`config.mk`:
```
export PLATFORM = sky130hd
export DESIGN_NAME = instruction_sequencer
export DESIGN_NICKNAME = d
export VERILOG_FILES = /design/src/rtl/instruction_sequencer.sv
export SDC_FILE = /design/constraint.sdc
export NUM_CORES = 1
export LEC_CHECK = 0
export CORE_MARGIN = 4
export CORE_UTILIZATION = 38
export CTS_CLUSTER_SIZE = 25
export DETAILED_ROUTE_END_ITERATION = 7
export GPL_ROUTABILITY_DRIVEN = 1
export GPL_TIMING_DRIVEN = 0
export PLACE_DENSITY = 0.78
export REMOVE_ABC_BUFFERS = 1
export SYNTH_ARGS = -nofsm -noshare
export SYNTH_HDL_FRONTEND = slang
export SYNTH_SLANG_ARGS = --single-unit
```
`constraint.sdc`:
```
create_clock -name i_clock -period 2.12 [get_ports i_clock]
set_input_delay 0.424 -clock i_clock [delete_from_list [all_inputs] [get_ports i_clock]]
set_output_delay 0.424 -clock i_clock [all_outputs]
set_load 0.005 [all_outputs]
```
`src/rtl/instruction_sequencer.sv`:
```
// Instruction sequencer: fetches one instruction word, steps the micro-step counter
// through each opcode's steps, and tracks start/halt, illegal-opcode traps and run statistics.
module instruction_sequencer #(
    parameter int INSTR_WIDTH = 16,
    parameter int CNT_WIDTH   = 16
) (
    input  logic                   i_clock,
    input  logic                   i_reset,
    input  logic                   i_start,
    input  logic                   i_halt_req,
    input  logic                   i_sm_reset,
    input  logic [INSTR_WIDTH-1:0] i_instr_word,
    input  logic                   i_instr_valid,
    output logic                   o_fetch_req,
    output logic [1:0]             o_state,
    output logic [3:0]             o_opcode,
    output logic [3:0]             o_field_a,
    output logic [3:0]             o_field_b,
    output logic [3:0]             o_imm,
    output logic                   o_running,
    output logic                   o_instr_done,
    output logic                   o_illegal_op,
    output logic [CNT_WIDTH-1:0]   o_cycle_count,
    output logic [CNT_WIDTH-1:0]   o_retired_count
);

    typedef enum logic [1:0] {
        S_FETCH = 2'd0,
        S_STEP1 = 2'd1,
        S_STEP2 = 2'd2,
        S_STEP3 = 2'd3
    } state_t;

    state_t                 r_state;
    state_t                 w_stateNext;
    logic [INSTR_WIDTH-1:0] r_ir;
    logic [INSTR_WIDTH-1:0] w_irNext;
    logic                   r_running;
    logic                   w_runningNext;
    logic                   r_illegal;
    logic                   w_illegalNext;
    logic                   r_haltPending;
    logic                   w_haltPendingNext;
    logic                   w_retire;
    logic [CNT_WIDTH-1:0]   r_cycleCount;
    logic [CNT_WIDTH-1:0]   r_retiredCount;
    logic [3:0]             w_opcode;
    logic                   w_isIllegal;
    logic                   w_haltNow;
    state_t                 w_lastStep;

    assign w_opcode    = r_ir[INSTR_WIDTH-1 -: 4];
    assign w_isIllegal = w_opcode[3];
    assign w_haltNow   = i_halt_req | r_haltPending;

    always_comb begin
        w_lastStep = S_STEP1;
        case (w_opcode)
            4'h0, 4'h1:             w_lastStep = S_STEP1;
            4'h4, 4'h5:             w_lastStep = S_STEP2;
            4'h2, 4'h3, 4'h6, 4'h7: w_lastStep = S_STEP3;
            default:                w_lastStep = S_STEP1;
        endcase
    end

    assign o_instr_done = r_running && (r_state != S_FETCH) && !w_isIllegal
                          && (r_state == w_lastStep);

    always_ff @(posedge i_clock or posedge i_reset) begin
        if (i_reset) begin
            r_state       <= S_FETCH;
            r_ir          <= '0;
            r_running     <= 1'b0;
            r_illegal     <= 1'b0;
            r_haltPending <= 1'b0;
        end else begin
            r_state       <= w_stateNext;
            r_ir          <= w_irNext;
            r_running     <= w_runningNext;
            r_illegal     <= w_illegalNext;
            r_haltPending <= w_haltPendingNext;
        end
    end

    // sm_reset only rewinds the micro-step; everything else keeps its value.
    always_comb begin
        w_stateNext       = r_state;
        w_irNext          = r_ir;
        w_runningNext     = r_running;
        w_illegalNext     = r_illegal;
        w_haltPendingNext = r_haltPending;
        w_retire          = 1'b0;
        if (i_sm_reset) begin
            w_stateNext = S_FETCH;
        end else if (!r_running) begin
            w_stateNext = S_FETCH;
            if (i_start) begin
                w_runningNext = 1'b1;
                w_illegalNext = 1'b0;
            end
        end else if (r_state == S_FETCH) begin
            if (w_haltNow) begin
                w_runningNext     = 1'b0;
                w_haltPendingNext = 1'b0;
            end else if (i_instr_valid) begin
                w_irNext    = i_instr_word;
                w_stateNext = S_STEP1;
            end
        end else if (w_isIllegal) begin
            w_stateNext       = S_FETCH;
            w_runningNext     = 1'b0;
            w_illegalNext     = 1'b1;
            w_haltPendingNext = 1'b0;
        end else if (r_state == w_lastStep) begin
            w_stateNext = S_FETCH;
            w_retire    = 1'b1;
            if (w_haltNow) begin
                w_runningNext     = 1'b0;
                w_haltPendingNext = 1'b0;
            end
        end else begin
            w_stateNext = state_t'(r_state + 2'd1);
            if (i_halt_req) begin
                w_haltPendingNext = 1'b1;
            end
        end
    end

    // Cycle counter saturates, retire counter wraps; both freeze during sm_reset.
    always_ff @(posedge i_clock or posedge i_reset) begin
        if (i_reset) begin
            r_cycleCount   <= '0;
            r_retiredCount <= '0;
        end else if (!i_sm_reset) begin
            if (r_running && (r_cycleCount != '1)) begin
                r_cycleCount <= r_cycleCount + 1'b1;
            end
            if (w_retire) begin
                r_retiredCount <= r_retiredCount + 1'b1;
            end
        end
    end

    assign o_fetch_req     = r_running && (r_state == S_FETCH);
    assign o_state         = r_state;
    assign o_opcode        = w_opcode;
    assign o_field_a       = r_ir[11:8];
    assign o_field_b       = r_ir[7:4];
    assign o_imm           = r_ir[3:0];
    assign o_running       = r_running;
    assign o_illegal_op    = r_illegal;
    assign o_cycle_count   = r_cycleCount;
    assign o_retired_count = r_retiredCount;

endmodule

```
# Yosys cells after proc, flatten, opt, wreduce, memory -nomap -nowiden

Memories as Yosys holds them, arrays and structs flattened.
Index checks and enable logic that the tools add are counted.

$add $sub $neg: 3
Reductions and logical operators: 16
Bitwise gates (word level): 3
Equality and inequality tests: 6
Multiplexer cells: 28

Operator list:

| operator                                                         | count |
|---|---|
| 16-bit by 1-bit adder with 16-bit output (second input constant) | 2 |
| 1-bit 2-to-1 mux                                                 | 20 |
| 2-bit 2-to-1 mux                                                 | 8 |
| 16-bit != test (second input constant)                           | 1 |
| 4-bit != test (second input constant)                            | 2 |
| 2-bit AND reduction                                              | 3 |
| 1-bit logical AND                                                | 5 |
| 5-bit AND reduction                                              | 1 |
| 2-bit != test (second input constant)                            | 2 |
| 4-bit AND reduction                                              | 1 |
| 2-bit nonzero test                                               | 2 |
| 4-bit nonzero test                                               | 1 |
| 3-bit AND reduction                                              | 1 |
| 2-bit by 1-bit adder with 2-bit output (second input constant)   | 1 |
| 2-bit equality test                                              | 1 |
| 2-bit logical NOT                                                | 1 |
| 1-bit NOT                                                        | 2 |
| 1-bit logical NOT                                                | 1 |
| 1-bit OR                                                         | 1 |

Bits in read-only memories: 16
Input port bits: 22
Register bits after elaboration: 53
Memories kept: 1

Memory list:

| name            | depth | bits a word | read ports | clocked after memory_dff | write ports | RTL line | text |
|---|---|---|---|---|---|---|---|
| (no name shown) | 8     | 2           | 1          | 0                        | 0           | 58       | `case (w_opcode)` |

# Longest topological paths before layout

An unclocked memory read counts as a cell.

Depth after elaboration: 9
Depth in mapped cells: 7
Gate-level depth less buffers: 7

# Least setup slack after synthesis

Ideal clock, no wire load.

Path type: reg-to-reg
Start: register r_state[0] (netlist: o_state[0])
End: register r_retiredCount[8] (netlist: o_retired_count[8])
Buffers on the path: 0
Slack: 0.195 ns
Data arrival time: 1.801 ns
Cell stages (with the launch flop): 6
Data required time: 1.996 ns
Cells stage by stage: dfrtp_1 > or3b_1 > a211o_1 > a2111oi_4 > nand3_1 > xnor2_1

Cells in the longest elaborated chain, start to end: 7

Ends and longest elaborated chain:

| what                                   | RTL line | text |
|---|---|---|
| start: declaration                     | 34       | `state_t r_state;` |
| start signal: assignment               | 77       | `r_state <= w_stateNext;` |
| 2-bit equality test                    | 114      | `end else if (r_state == w_lastStep) begin` |
| 1-bit 2-to-1 mux                       | 114      |  |
| 1-bit 2-to-1 mux                       | 109      | `end else if (w_isIllegal) begin` |
| 1-bit 2-to-1 mux *                     | 101      | `end else if (r_state == S_FETCH) begin` |
| 1-bit 2-to-1 mux *                     | 95       | `end else if (!r_running) begin` |
| 1-bit 2-to-1 mux *                     | 93       | `if (i_sm_reset) begin` |
| 2-bit AND reduction (no source line) * | -        |  |
| end signal: assignment                 | 139      | `r_retiredCount <= r_retiredCount + 1'b1;` |
| end: declaration                       | 46       | `logic [CNT_WIDTH-1:0] r_retiredCount;` |

Every way passes the cells marked *; elsewhere a longest branch is shown, timed or not.
A chain may end at the register's enable or synchronous reset.

# Final worst setup path

Start: register r_state[0] (netlist: o_state[0])
End: output o_instr_done

Cells in the longest elaborated chain, start to end: 4

Ends and longest elaborated chain:

| what                            | RTL line | text |
|---|---|---|
| 2-bit nonzero test              | 66       | `assign o_instr_done = r_running && (r_state != S_FETCH) && !w_isIllegal` |
| 1-bit logical AND (2 in series) | 66       |  |
| 1-bit logical AND *             | 67       | `&& (r_state == w_lastStep);` |
| end: declaration                | 21       | `output logic o_instr_done,` |

Marks and branches as above.

==> out/results.md <==
| Step | Parameter | Reported |
| --- | --- | --- |
| clock tree | Number of buffers on the longest clock path | 2 |
| cells and area | Area Overhead vs Synth | 44.5% |
| routing | Initial DRC Count | 88 |
| routing | Vias after detailed routing | 1800 |
| clock tree | Clock-pin slew reported for the worst setup and hold paths after clock tree synthesis | 100 ps |
| synth | XOR/XNOR share of the synthesized area | 10.8% |
| worst setup path | CP Launch Type | flip-flop |
| timing | Final setup violation count | 4 |
| clock tree | CTS Root Cell | sky130_fd_sc_hd__clkbuf_8 |
| pwr | Share of total power in the clock network | 17.7% |
| placed design | Post-DP HPWL | 3.78 mm |
| clock tree | H-tree depth | 2 |
| synth | #FFs+latches synth | 53 |
| placed design | Number of buffer cells added on primary ports | 75 |
| global route | Number of antenna violations at the first check in global routing | 0 |
| pwr | Total power divided by cell area | 919 nW/um^2 |
| die | Core footprint | 5960 um^2 |
| timing | Count of pins over their slew limit | 0 |
| cells and area | Layout net count | 313 |
| synth | Cell variety after synth | 30 |
| run | Reported max-cap violation count | 0 |
| synth | Synth Area in Simple Gates | 14.9% |
| pwr | Sequential group share of total power | 46.7% |
| synth | Asr flop ratio synth | 100% |
| worst hold path | Class of the tightest hold or removal check | input port to async pin |
| synth | Number of warnings reported in the yosys synthesis log | 0 |
| timing | Maximum achievable frequency | 458 MHz |
| die | Starting density of the core | 39.5% |
| synth | Avg Synthesized Cell Area | 11.6 um^2 |
| placed design | GP Congestion | 0.715 |
| worst setup path | Crit Path Category | flip-flop to output port |
| pwr | Proportion of power drawn by combinational gates | 35.6% |
| global route | Overall Global Routing Usage | 14.4% |
| clock tree | Number of sinks on the clock net | 53 |
| die | Full die area | 7510 um^2 |
| routing | Count of antenna-violating nets left after detailed routing | 0 |
| run status | Violations in the final reports | negative setup slack |
| synth | Fraction of the mapped netlist area in compound gates | 6.07% |
| worst setup path | Reg-to-reg setup timing slack | -30 ps |
| run status | Status | finished, violations left |
| placed design | Placed cell count | 350 |
| die | Overall die width | 86.6 um |
| clock tree | Clock buffers created by TritonCTS | 5 |
| timing | Setup skew after layout | 8.41 ps |
| global route | Maximum number of pins on one net before global-route repair | 37 |
| routing | Wire length per cell | 14.3 um |
| pwr | Switching part of the total | 29.0% |
| worst setup path | Maximum fanout encountered on the critical timing path | 4 |
| cells and area | Post-layout instance count excluding filler cells | 364 |
| die | FP Rows | 28 |
| global route | Wire length of the first global-routing pass | 8.58 mm |
| synth | Count of flip-flops with a built-in enable after synthesis | 0 |
| clock tree | CTS tree | done |
| clock tree | Clock latency of the later-clocked register in the worst-skew pair | 300 ps |
| synth | Portion of netlist area occupied by mux cells | 8.63% |
| timing | Unrepaired setup endpoints after global routing | true |
| routing | 1st-pass router iterations | 4 |
| placed design | Placed standard-cell area | 3200 um^2 |
| routing | Vias per cell | 4.95 |
| die | I/O pin total | 76 |
| timing | Actual slew at the worst max-slew pin | 520 ps |
| timing | Hold Violations, Final | 0 |
| worst setup path | Kind of end point of the critical path | output port |
| cells and area | Layout cells sized above 1 | 18.0% |
| global route | Total gr overflow | 0 |
| cells and area | Most used cells in the layout excluding fill and tap cells | sky130_fd_sc_hd__clkdlybuf4s50_1 (73), sky130_fd_sc_hd__dfrtp_1 (53), sky130_fd_sc_hd__xnor2_1 (22) |
| synth | Sequential-to-total area share from yosys stat | 56.4% |
| pwr | Net switching power figure | 903 uW |
| routing | Post-Route WL | 5.22 mm |
| timing | Clock period minus worst slack | 2180 ps |
| cells and area | Ant. Diodes | 0 |
| global route | Via count of the first global-routing pass | 1837 |
| synth | Largest family of logic cells by synthesized area | simple AND/OR/NAND/NOR gates |
| cells and area | Most common cell after layout, fill and taps aside | sky130_fd_sc_hd__clkdlybuf4s50_1 |
| timing | Final setup slack of the worst path | -61.3 ps |
| worst setup path | Data required, critical path | 1700 ps |
| timing | Worst slew margin relative to its limit | 65.3% |
| pwr | Maximum ir drop on the vdd rail | 0.584 mV |
| cells and area | Non-Filler Cell Area, Final | 3390 um^2 |
| synth | Area of the mapped netlist | 2350 um^2 |
| pwr | Int Pwr | 2210 uW |
| synth | Most frequently used flop master after synthesis | sky130_fd_sc_hd__dfrtp_1 |
| synth | Cells after Synth | 202 |
| timing | Hold WS | 420 ps |
| timing | Period Utilization, post-route | 103% |
| die | Chip height | 86.6 um |
| routing | DR DRC count | 0 |
| pwr | Leakage power of the design | 0.00142 uW |
| synth | Area share of fa/ha/maj cells after synthesis | 1.60% |
| clock tree | Number of buffers inserted for hold repair after clock tree synthesis | 0 |
| worst setup path | Critical path arrival | 1760 ps |
## final timing paths
kind	end	startpoint	cells after the start
worst min-delay path	o_cycle_count[5]$_DFFE_PP0P_	i_reset	2
worst max-delay path	o_instr_done	o_state[0]$_DFFE_PP0P_	5
min in group i_clock	o_retired_count[15]$_DFFE_PP0P_	o_retired_count[15]$_DFFE_PP0P_	1
max in group asynchronous	o_retired_count[15]$_DFFE_PP0P_	i_reset	3
worst min register to register	o_retired_count[15]$_DFFE_PP0P_	o_retired_count[15]$_DFFE_PP0P_	1
worst max register to register	o_retired_count[12]$_DFFE_PP0P_	o_state[0]$_DFFE_PP0P_	7
## metal layers
metal  vias to the layer above  part of all wire (%)  GRT usage, %
met1                       876                    45          18.4
met4                         0                  0.54          3.40
li1                        865                     -             -
met2                        55                    48          23.7
met5                         -                     0             0
met3                         4                   6.9          4.66
## synthesized netlist by cell type, types with 2 or more instances
cell type                   n  area share, %
sky130_fd_sc_hd__a21oi_1    5            1.1
sky130_fd_sc_hd__a22o_1     2           0.75
sky130_fd_sc_hd__and3_1     8            2.1
sky130_fd_sc_hd__and4_1     2           0.75
sky130_fd_sc_hd__buf_2      2           0.43
sky130_fd_sc_hd__dfrtp_1   53             56
sky130_fd_sc_hd__ha_1       3            1.6
sky130_fd_sc_hd__inv_1      6           0.96
sky130_fd_sc_hd__mux2_2    18            8.6
sky130_fd_sc_hd__nand2_1   22            3.5
sky130_fd_sc_hd__nand2b_1   2           0.53
sky130_fd_sc_hd__nand3_1   11            2.3
sky130_fd_sc_hd__nand4_1    6            1.6
sky130_fd_sc_hd__nor2_1    12            1.9
sky130_fd_sc_hd__nor3_1     3           0.64
sky130_fd_sc_hd__o211ai_1   2           0.64
sky130_fd_sc_hd__o21ai_0    5            1.1
sky130_fd_sc_hd__xnor2_1   23            8.6
sky130_fd_sc_hd__xor2_1     6            2.2
## final cells by class
cell class | count | area [um^2]
Clock buffer | 5 | 68.8
Multi-Input combinational cell | 140 | 1050
Fill cell | 528 | 2560
Inverter | 6 | 22.5
Clock inverter | 3 | 17.5
Sequential cell | 53 | 1330
Timing Repair Buffer | 82 | 816
Tap cell | 75 | 93.8
## power by group through the flow
stage / Clock, uW / Sequential, uW / Combinational, uW
after global routing: 620 / 1500 / 1210
after floorplan: 0 / 1480 / 403
after CTS: 571 / 1460 / 1120
after detailed placement: 0 / 1480 / 1070
after global placement: 0 / 1470 / 1040
final: 551 / 1460 / 1110
## sequential cells by signal (all words and copies together) (netlist names)
name             cells
r_ir                16
o_cycle_count       16
o_illegal_op         1
o_running            1
o_retired_count     16
o_state              2
r_haltPending        1
## what timing repair did
item	CTS	global route
pin swaps	2	4
cloned	0	0
gates resized for setup	11	11
setup buffers	4	2
endpoints found under the setup margin	24	13
## critical path, cell delays in order (launching register included)
cell and delay, ps:
sky130_fd_sc_hd__dfrtp_1 380, sky130_fd_sc_hd__or3b_1 380, sky130_fd_sc_hd__a211o_4 350, sky130_fd_sc_hd__nand2_4 70
sky130_fd_sc_hd__and3_4 180, sky130_fd_sc_hd__buf_6 90
## kinds of logic after synthesis
family	count (synthesis)
fa+ha+maj	3
xor+xnor	29
buf+inv	9
flops	53
mux	18
simple gates	71
compound gates	19
## through the flow
stage	worst slack [ps]	util (%)	TNS [ps]	total power, uW
after CTS	-189	56.2	-335	3150
final	-61.3	57.0	-134	3120
after global placement	-576	53.4	-43100	2510
after global routing	-120	57.0	-527	3340
after floorplan	195	-	0	1880
after detailed placement	-553	53.7	-14640	2550
No activity file was read; power rests on OpenSTA's default activity.
